**src/rtl/range_reader.sv**
```systemverilog
// range_reader: launches a range run at a base number, waits for done,
// then drains the 16-word result RAM as (n, count) words on valid/ready.
//
// Ports:
//   clk, reset_n            clock, async active-low reset
//   req, base, busy         run request (1-cycle pulse), base number, run active
//   range_go, range_start   launch pulse and base / read address to range
//   range_done, range_count range completion and registered RAM read data
//   out_valid, out_ready    output handshake
//   out_n, out_count        number and its iteration count
//   out_last                final word of a run
//   max_count, max_n,       largest count seen in the run, its n, and a flag
//   max_valid               set on the final handshake
//                           (these three exist only with MAX_TRACK_EN defined)
module range_reader #(
    parameter int RAM_WORDS     = 16,
    parameter int RAM_ADDR_BITS = 4
) (
    input  logic        clk,
    input  logic        reset_n,
    input  logic        req,
    input  logic [31:0] base,
    output logic        busy,
    output logic        range_go,
    output logic [31:0] range_start,
    input  logic        range_done,
    input  logic [15:0] range_count,
    output logic        out_valid,
    input  logic        out_ready,
    output logic [31:0] out_n,
    output logic [15:0] out_count,
`ifdef MAX_TRACK_EN
    output logic        out_last,
    output logic [15:0] max_count,
    output logic [31:0] max_n,
    output logic        max_valid
`else
    output logic        out_last
`endif
);

    typedef enum logic [2:0] {
        S_IDLE,
        S_LAUNCH,
        S_ARM,
        S_WAIT,
        S_ADDR,
        S_CAPT,
        S_PRESENT
    } state_t;

    localparam logic [RAM_ADDR_BITS-1:0] LAST_IDX =
        RAM_ADDR_BITS'(RAM_WORDS - 1);

    state_t                   state;
    state_t                   state_nxt;
    logic [RAM_ADDR_BITS-1:0] idx;
    logic [31:0]              base_q;
    logic [31:0]              idx_ext;
    logic [31:0]              n_cur;
    logic                     hs;

    assign idx_ext = {{(32 - RAM_ADDR_BITS){1'b0}}, idx};
    assign n_cur   = base_q + idx_ext;
    assign hs      = out_valid && out_ready;

    // State register
    always_ff @(posedge clk or negedge reset_n) begin
        if (!reset_n) begin
            state <= S_IDLE;
        end else begin
            state <= state_nxt;
        end
    end

    // Next-state logic
    always_comb begin
        state_nxt = state;
        unique case (state)
            S_IDLE: begin
                if (req) state_nxt = S_LAUNCH;
            end
            S_LAUNCH: state_nxt = S_ARM;
            // A done left high by the previous run is not trusted here.
            S_ARM:    state_nxt = S_WAIT;
            S_WAIT: begin
                if (range_done) state_nxt = S_ADDR;
            end
            S_ADDR:   state_nxt = S_CAPT;
            S_CAPT:   state_nxt = S_PRESENT;
            S_PRESENT: begin
                if (hs) state_nxt = out_last ? S_IDLE : S_ADDR;
            end
            default:  state_nxt = S_IDLE;
        endcase
    end

    // Outputs decoded from state
    always_comb begin
        range_go    = 1'b0;
        range_start = 32'd0;
        unique case (state)
            S_LAUNCH: begin
                range_go    = 1'b1;
                range_start = base_q;
            end
            // Address is held through CAPT/PRESENT so the read port
            // keeps pointing at the word being presented.
            S_ADDR, S_CAPT, S_PRESENT: begin
                range_start = idx_ext;
            end
            default: begin
                range_go    = 1'b0;
                range_start = 32'd0;
            end
        endcase
    end

    // Run datapath
    always_ff @(posedge clk or negedge reset_n) begin
        if (!reset_n) begin
            busy      <= 1'b0;
            idx       <= '0;
            base_q    <= 32'd0;
            out_valid <= 1'b0;
            out_n     <= 32'd0;
            out_count <= 16'd0;
            out_last  <= 1'b0;
        end else begin
            unique case (state)
                S_IDLE: begin
                    if (req) begin
                        base_q <= base;
                        idx    <= '0;
                        busy   <= 1'b1;
                    end
                end
                S_CAPT: begin
                    out_count <= range_count;
                    out_n     <= n_cur;
                    out_last  <= (idx == LAST_IDX);
                    out_valid <= 1'b1;
                end
                S_PRESENT: begin
                    if (hs) begin
                        out_valid <= 1'b0;
                        if (out_last) begin
                            busy <= 1'b0;
                        end else begin
                            idx <= idx + 1'b1;
                        end
                    end
                end
                default: begin
                end
            endcase
        end
    end

`ifdef MAX_TRACK_EN
    // Running maximum; strict compare keeps the earliest n on ties.
    always_ff @(posedge clk or negedge reset_n) begin
        if (!reset_n) begin
            max_count <= 16'd0;
            max_n     <= 32'd0;
            max_valid <= 1'b0;
        end else begin
            unique case (state)
                S_IDLE: begin
                    if (req) begin
                        max_count <= 16'd0;
                        max_n     <= 32'd0;
                        max_valid <= 1'b0;
                    end
                end
                S_CAPT: begin
                    if (range_count > max_count) begin
                        max_count <= range_count;
                        max_n     <= n_cur;
                    end
                end
                S_PRESENT: begin
                    if (hs && out_last) max_valid <= 1'b1;
                end
                default: begin
                end
            endcase
        end
    end
`endif

endmodule

```
**config.mk**
```make
export PLATFORM = sky130hd
export DESIGN_NAME = range_reader
export DESIGN_NICKNAME = d
export VERILOG_FILES = /design/src/rtl/range_reader.sv
export SDC_FILE = /design/constraint.sdc
export NUM_CORES = 1
export LEC_CHECK = 0
export BUFFER_PORTS_ARGS = -buffer_cell sky130_fd_sc_hd__buf_2
export CAP_MARGIN = 20
export CORE_MARGIN = 4
export CORE_UTILIZATION = 30
export CTS_BUF_LIST = sky130_fd_sc_hd__clkbuf_8
export DETAILED_ROUTE_END_ITERATION = 8
export HOLD_SLACK_MARGIN = 0.02
export SYNTH_ARGS = -nofsm -noshare
export SYNTH_HDL_FRONTEND = slang
export SYNTH_SLANG_ARGS = --single-unit
```
**constraint.sdc**
```tcl
create_clock -name clk -period 2.5 [get_ports clk]
set_input_delay 0.125 -clock clk [delete_from_list [all_inputs] [get_ports clk]]
set_output_delay 0.125 -clock clk [all_outputs]
set_load 0.01 [all_outputs]
```
==> impl_metrics.tcl, run 1 <==
set metrics [dict create \
    timing.rr.start "idx[0]" \
    synthDistinctLibCells 42 \
    cp-start-kind "flip-flop" \
    worst_slew_pin_slew_ns 0.7535 \
    yosysTopAreaCell "dfrtp_1" \
    vias_per_cell 4.665 \
    post-dp-hpwl_um 8511 \
    stdcell_count 775 \
    holdCritStartpoint "range_done" \
    tritoncts "done" \
    grt.met2_usage 0.2518 \
    end_kind "flip-flop" \
    ios 137 \
    seq_area_frac_synth 0.5141 \
    final.setup.worst_slack_ns 0.2686 \
    busiest_layer "met2" \
    cts_sinks 90 \
    syn_inst 404 \
    post-route-period-util 0.8926 \
    root_buffer "clkbuf_8" \
    post_drt_wl_per_cell_um 15.37 \
    cts_buffers 9 \
    die-area_um2 16600 \
    syn-num-nets 463 \
    num-fill-cells 1364 \
    synth_top_flop_cell "dfrtp_1" \
    path_cells "ha_1 -> fa_1 -> a211oi_1 -> nor2_4 -> nand3_1 -> nor3_1 -> o31a_1" \
    nNetsFinal 650 \
    place_inst 711 \
    synth_area_um2 4380 \
    core-area_um2 14100 \
    fin_skew_ns 0.01086 \
    critPathMaxFanout 13 \
    htree_levels 3 \
    yosys_warnings 0 \
    maxCapViolations 0 \
    grtUsageMet1 0.1856 \
    synth_seq_cells 90 \
    critPathSlowestCell "fa_1" \
    grt_first_pass_wirelength_um 19380 \
    cts_max_path_buffers 2 \
    grt_setup_unrepaired "false" \
    port_buffers 136 \
    drive_above_1_share 0.3681 \
    leakage_nw 2.839 \
    criticalPathCategory "flip-flop to flip-flop" \
    worstPathRequired_ns 2.75 \
    drc_errors 0 \
    crit_start "idx[0]" \
    cts.clk_slew.worst_paths_ns 0.08 \
    synthTopCellsByArea "dfrtp_1 51%, mux2_2 12%, xor2_1 5.0%, and2_1 4.3%, nand2_1 3.9%" \
    rows 43 \
    grt_antenna_before_repair 0 \
    worstSkewPairLatency_ns 0.36 \
    status "finished clean" \
    diodes 0 \
    avgSynthCellArea_um2 10.84 \
    relSlewSlack 0.4977 \
    initial_core_util 0.3108 \
    slew_violations 0 \
    firstDrtPassIters 4 \
    finalHoldViolCount 0 \
    grt_use_total 0.1485 \
    routed_wl_um 11910 \
    ant_nets 0 \
    critPathMaxStageDelay_ns 0.43 \
    vias 3615 \
    hold_class "primary input to flip-flop" \
    met3_usage 0.03321 \
    areaGrowthSynthToFinish_pct 37.25 \
    synth_edf_count 0 \
    worstPathArrival_ns 2.48 \
    grt-ovfl-total 0 \
    async_flop_share 1.000 \
    power_density_nw_per_um2 1005 \
    cts_setup_buffers 0 \
    peakVddDrop_mv 0.4658 \
    grt_pass1_vias 3881 \
    die_w_um 128.8 \
    pre_cts_ws_ns -0.1508 \
    grt_max_degree 81 \
    setup_viol_count_final 0 \
    fmax_mhz 448.2 \
    die_h_um 128.8 \
    finalCriticalPeriod_ns 2.231 \
    drt_iter0_drc 151 \
    place_congestion 0.7934 \
    synth_top_area_frac 0.5141 \
]
[cells in the final DEF (no fill, tap or decap), drive strengths merged, types with 4 or more instances in the layout]
master,Yosys,final
xnor2,5,5
buf,9,148
o21ai,37,37
nand3,23,23
nand2,46,46
and2,31,31
nor2,10,10
a21oi,4,4
a22o,4,4
dfrtp,90,90
ha,5,5
nor3,5,5
and3,6,6
dlygate4sd3,0,49
xor2,25,25
mux2,48,48
a211oi,4,4
inv,4,7
clkbuf,12,10
nand4,11,11
[registers in the layout, indices dropped and copies added (netlist names)]
signal	count
base_q	32
busy	1
idx	4
out_count	16
out_last	1
out_n	32
out_valid	1
state	3
[path summary, 6_finish.rpt]
check,endpoint,slack [ns],cells past startpoint
worst max register to register,out_n[30],0.27,7
min in group asynchronous,out_count[8],0.37,2
worst max-delay path,out_n[30],0.27,7
worst min-delay path,state[2],0.08,3
worst min register to register,out_n[31],0.48,2
max in group asynchronous,out_n[9],1.25,3
[stage by stage]
step	hold slack [ns]	util	area (um^2)	power, mW	TNS [ns]
after detailed placement	0.2480	0.3780	5328	5.092	-0.1508
after global placement	0.2390	0.3780	5328	4.995	-0.04141
final	0.07715	0.4265	6012	6.040	0
after global routing	0.08471	0.4265	6012	6.514	0
after floorplan	-0.1706	-	4380	4.038	0
after CTS	0.04763	0.4261	6007	6.148	0
[synthesized netlist by cell type, types with 4 or more instances]
library cell,instances
a211oi_1,4
a21oi_1,4
a22o_1,4
and2_1,30
and3_1,5
buf_2,9
clkbuf_1,12
dfrtp_1,90
ha_1,5
inv_1,4
mux2_2,48
nand2_1,46
nand3_1,21
nand4_1,11
nor2_1,10
nor3_1,5
o21ai_0,27
o21ai_1,9
xnor2_1,5
xor2_1,25
[cell families (layout without fill, tap and decap cells)]
group           after synthesis  after routing  share of synthesized area
xor+xnor                     30             30                    0.05998
simple gates                146            146                     0.1797
mux                          48             48                     0.1234
compound gates               59             59                    0.07998
fa+ha+maj                     6              6                    0.01885
buf+inv                      25            216                    0.02399
flops                        90             90                     0.5141
[layout make-up]
cell class / instances / area (um^2) / share of cell area
sequential: 90 / 2252 / 0.3746
multi-input combinational: 289 / 2044 / 0.3401
tap: 180 / 225.2 / 0.03746
timing repair buffer: 197 / 1289 / 0.2144
inverter: 4 / 15.01 / 0.002497
clock inverter: 5 / 48.80 / 0.008117
clock buffer: 10 / 137.6 / 0.02289
[critical path, delay by kind of cell, from the launching register on]
| kind | cells | cell delay (ns) |
|---|---|---|
| simple gates | 3 | 0.41 |
| compound gates | 2 | 0.64 |
| fa+ha+maj | 2 | 0.67 |
| flops | 1 | 0.40 |
[per-layer routing]
layer  share of wire  vias up
li1                -     1783
met1            0.45     1728
met2            0.48       88
met3           0.051       16
met4           0.018        0
met5               0        -
[what timing repair did]
action,4_1_cts,5_1_grt
setup endpoints to repair,1,1
resized for setup,1,1
hold buffers,49,0
cloned,0,0
pin swaps,0,0
endpoints found under the hold margin,103,0
[report_power, final]
part / switching, mW / total, mW / internal [mW]
Clock: 0.494 / 0.967 / 0.474
Combinational: 1.12 / 2.32 / 1.21
Sequential: 0.667 / 2.75 / 2.08
Note: power is estimated with default switching activity, not from simulation.
==> inputs of run 2 (changes only) <==
--- a/config.mk
+++ b/config.mk
@@ -7,11 +7,15 @@
 export LEC_CHECK = 0
 export BUFFER_PORTS_ARGS = -buffer_cell sky130_fd_sc_hd__buf_2
 export CAP_MARGIN = 20
+export CELL_PAD_IN_SITES_DETAIL_PLACEMENT = 1
+export CELL_PAD_IN_SITES_GLOBAL_PLACEMENT = 1
 export CORE_MARGIN = 4
 export CORE_UTILIZATION = 30
 export CTS_BUF_LIST = sky130_fd_sc_hd__clkbuf_8
 export DETAILED_ROUTE_END_ITERATION = 8
 export HOLD_SLACK_MARGIN = 0.02
+export PLACE_DENSITY_LB_ADDON = 0.25
 export SYNTH_ARGS = -nofsm -noshare
 export SYNTH_HDL_FRONTEND = slang
 export SYNTH_SLANG_ARGS = --single-unit
+export TNS_END_PERCENT = 50
==> impl_metrics.tcl, run 2 (same netlist as run 1, synthesis figures left out) <==
set metrics [dict create \
    finalCriticalPeriod_ns 2.247 \
    final.setup.worst_slack_ns 0.2535 \
    relSlewSlack 0.6100 \
    die_w_um 128.8 \
    post-route-period-util 0.8986 \
    cts_buffers 9 \
    slew_violations 0 \
    drc_errors 0 \
    rows 43 \
    cts.clk_slew.worst_paths_ns 0.08 \
    power_density_nw_per_um2 1016 \
    grt_pass1_vias 3992 \
    port_buffers 136 \
    initial_core_util 0.3108 \
    status "finished clean" \
    cp-start-kind "flip-flop" \
    end_kind "flip-flop" \
    final_cell_mix "135 x buf_2, 90 x dfrtp_1, 49 x dlygate4sd3_1" \
    drt_iter0_drc 110 \
    maxCapViolations 0 \
    firstDrtPassIters 4 \
    critPathMaxFanout 13 \
    setup_viol_count_final 0 \
    drive_above_1_share 0.3704 \
    vias_per_cell 4.801 \
    fin_skew_ns 0.008065 \
    cts_sinks 90 \
    multi_input_area_um2 2051 \
    regToRegSetupSlack_ns 0.25 \
    critPathSlowestCell "fa_1" \
    grt_setup_unrepaired "false" \
    pre_cts_ws_ns -0.2182 \
    cts_max_path_buffers 2 \
    ios 137 \
    nNetsFinal 648 \
    seqCellArea_um2 2252 \
    layout_commonest_cell "buf_2" \
    reg_top3 "base_q (32), out_n (32), out_count (16)" \
    routed_wl_um 12750 \
    stdcell_count 774 \
    place_inst 709 \
    finalHoldViolCount 0 \
    hold_class "primary input to flip-flop" \
    htree_levels 3 \
    tritoncts "done" \
    worstSkewPairLatency_ns 0.37 \
    place_congestion 0.6925 \
    post_drt_wl_per_cell_um 16.47 \
    core-area_um2 14100 \
    vias 3716 \
    cts_setup_buffers 0 \
    grt_antenna_before_repair 0 \
    post-dp-hpwl_um 8761 \
    areaGrowthSynthToFinish_pct 38.02 \
    num-fill-cells 1591 \
    die-area_um2 16600 \
    peakVddDrop_mv 0.3563 \
    worst_slew_pin_slew_ns 0.5825 \
    grt-ovfl-total 0 \
    worstPathRequired_ns 2.76 \
    criticalPathCategory "flip-flop to flip-flop" \
    die_h_um 128.8 \
    ant_nets 0 \
    critPathMaxStageDelay_ns 0.45 \
    fmax_mhz 445.1 \
    grt_use_total 0.1599 \
    grt_first_pass_wirelength_um 20620 \
    worstPathArrival_ns 2.51 \
    grt_max_degree 81 \
    path_cells "ha_1 -> fa_1 -> a211oi_1 -> nor2_4 -> nand3_1 -> nor3_1 -> o31a_1" \
    leakage_nw 2.850 \
    diodes 0 \
    root_buffer "clkbuf_8" \
]
## run 2: changes by cell type in the layout (fill, tap and decap cells not counted), sizes merged
cell | before | now
inv | 7 | 6
buf | 148 | 146
clkbuf | 10 | 13
clkinvlp | 1 | 0
## run 2: routing by layer
metal | track usage | wire (um) | vias up | part of all wire
li1 | - | - | 1776 | -
met1 | 0.1920 | 5339 | 1854 | 0.42
met2 | 0.2838 | 6694 | 71 | 0.53
met3 | 0.03944 | 514 | 15 | 0.040
met4 | 0.04571 | 201 | 0 | 0.016
met5 | 0 | 0 | - | 0
## run 2: critical path, delay by kind of cell, from the launching register on
kind | cells | cell delay [ns]
adder cells (fa/ha/maj) | 2 | 0.68
AO/OA/AOI/OAI | 2 | 0.64
AND/OR/NAND/NOR | 3 | 0.41
flip-flops | 1 | 0.40
## run 2: timing repair
| action | in CTS | in global routing |
|---|---|---|
| gates resized for setup | 1 | 1 |
| setup endpoints to repair | 2 | 1 |
| hold buffers | 49 | 0 |
| gates cloned | 0 | 0 |
| hold endpoints to repair | 89 | 0 |
## run 2: area by class of cell
type,instances,area share
Tap cell,180,0.03725
Sequential cell,90,0.3725
Inverter,4,0.002483
Multi-Input combinational cell,289,0.3392
Clock inverter,3,0.006209
Timing Repair Buffer,195,0.2127
Clock buffer,13,0.02959
## run 2: power breakdown
group / switching, mW / total, mW / leakage [nW] / internal, mW
Clock: 0.515 / 1.08 / 0.118 / 0.565
Sequential: 0.662 / 2.74 / 1.11 / 2.08
Combinational: 1.13 / 2.32 / 1.62 / 1.19
Total: 2.31 / 6.14 / 2.85 / 3.84
## run 2: path summary, 6_finish.rpt
kind                            start   endpoint  cells after the start
max                            idx[0]  out_n[30]                      7
min                        range_done   state[0]                      3
max reg2reg                    idx[0]  out_n[30]                      7
min reg2reg                  out_n[4]   out_n[4]                      2
max in group asynchronous     reset_n  out_n[23]                      3
min in group asynchronous     reset_n   state[1]                      2
## run 2: per-stage QoR
| stage | total power [mW] | setup TNS [ns] | hold slack (ns) | instance area (um^2) | util |
|---|---|---|---|---|---|
| 2_1_floorplan | 4.038 | 0 | -0.1706 | 4380 | - |
| 3_3_place_gp | 4.992 | -0.1271 | 0.1596 | 5331 | 0.3782 |
| 3_5_place_dp | 5.080 | -0.2425 | 0.1684 | 5331 | 0.3782 |
| 4_1_cts | 6.258 | 0 | 0.03487 | 6041 | 0.4285 |
| 5_1_grt | 6.629 | 0 | 0.05693 | 6046 | 0.4289 |
| 6_report | 6.144 | 0 | 0.05971 | 6046 | 0.4289 |
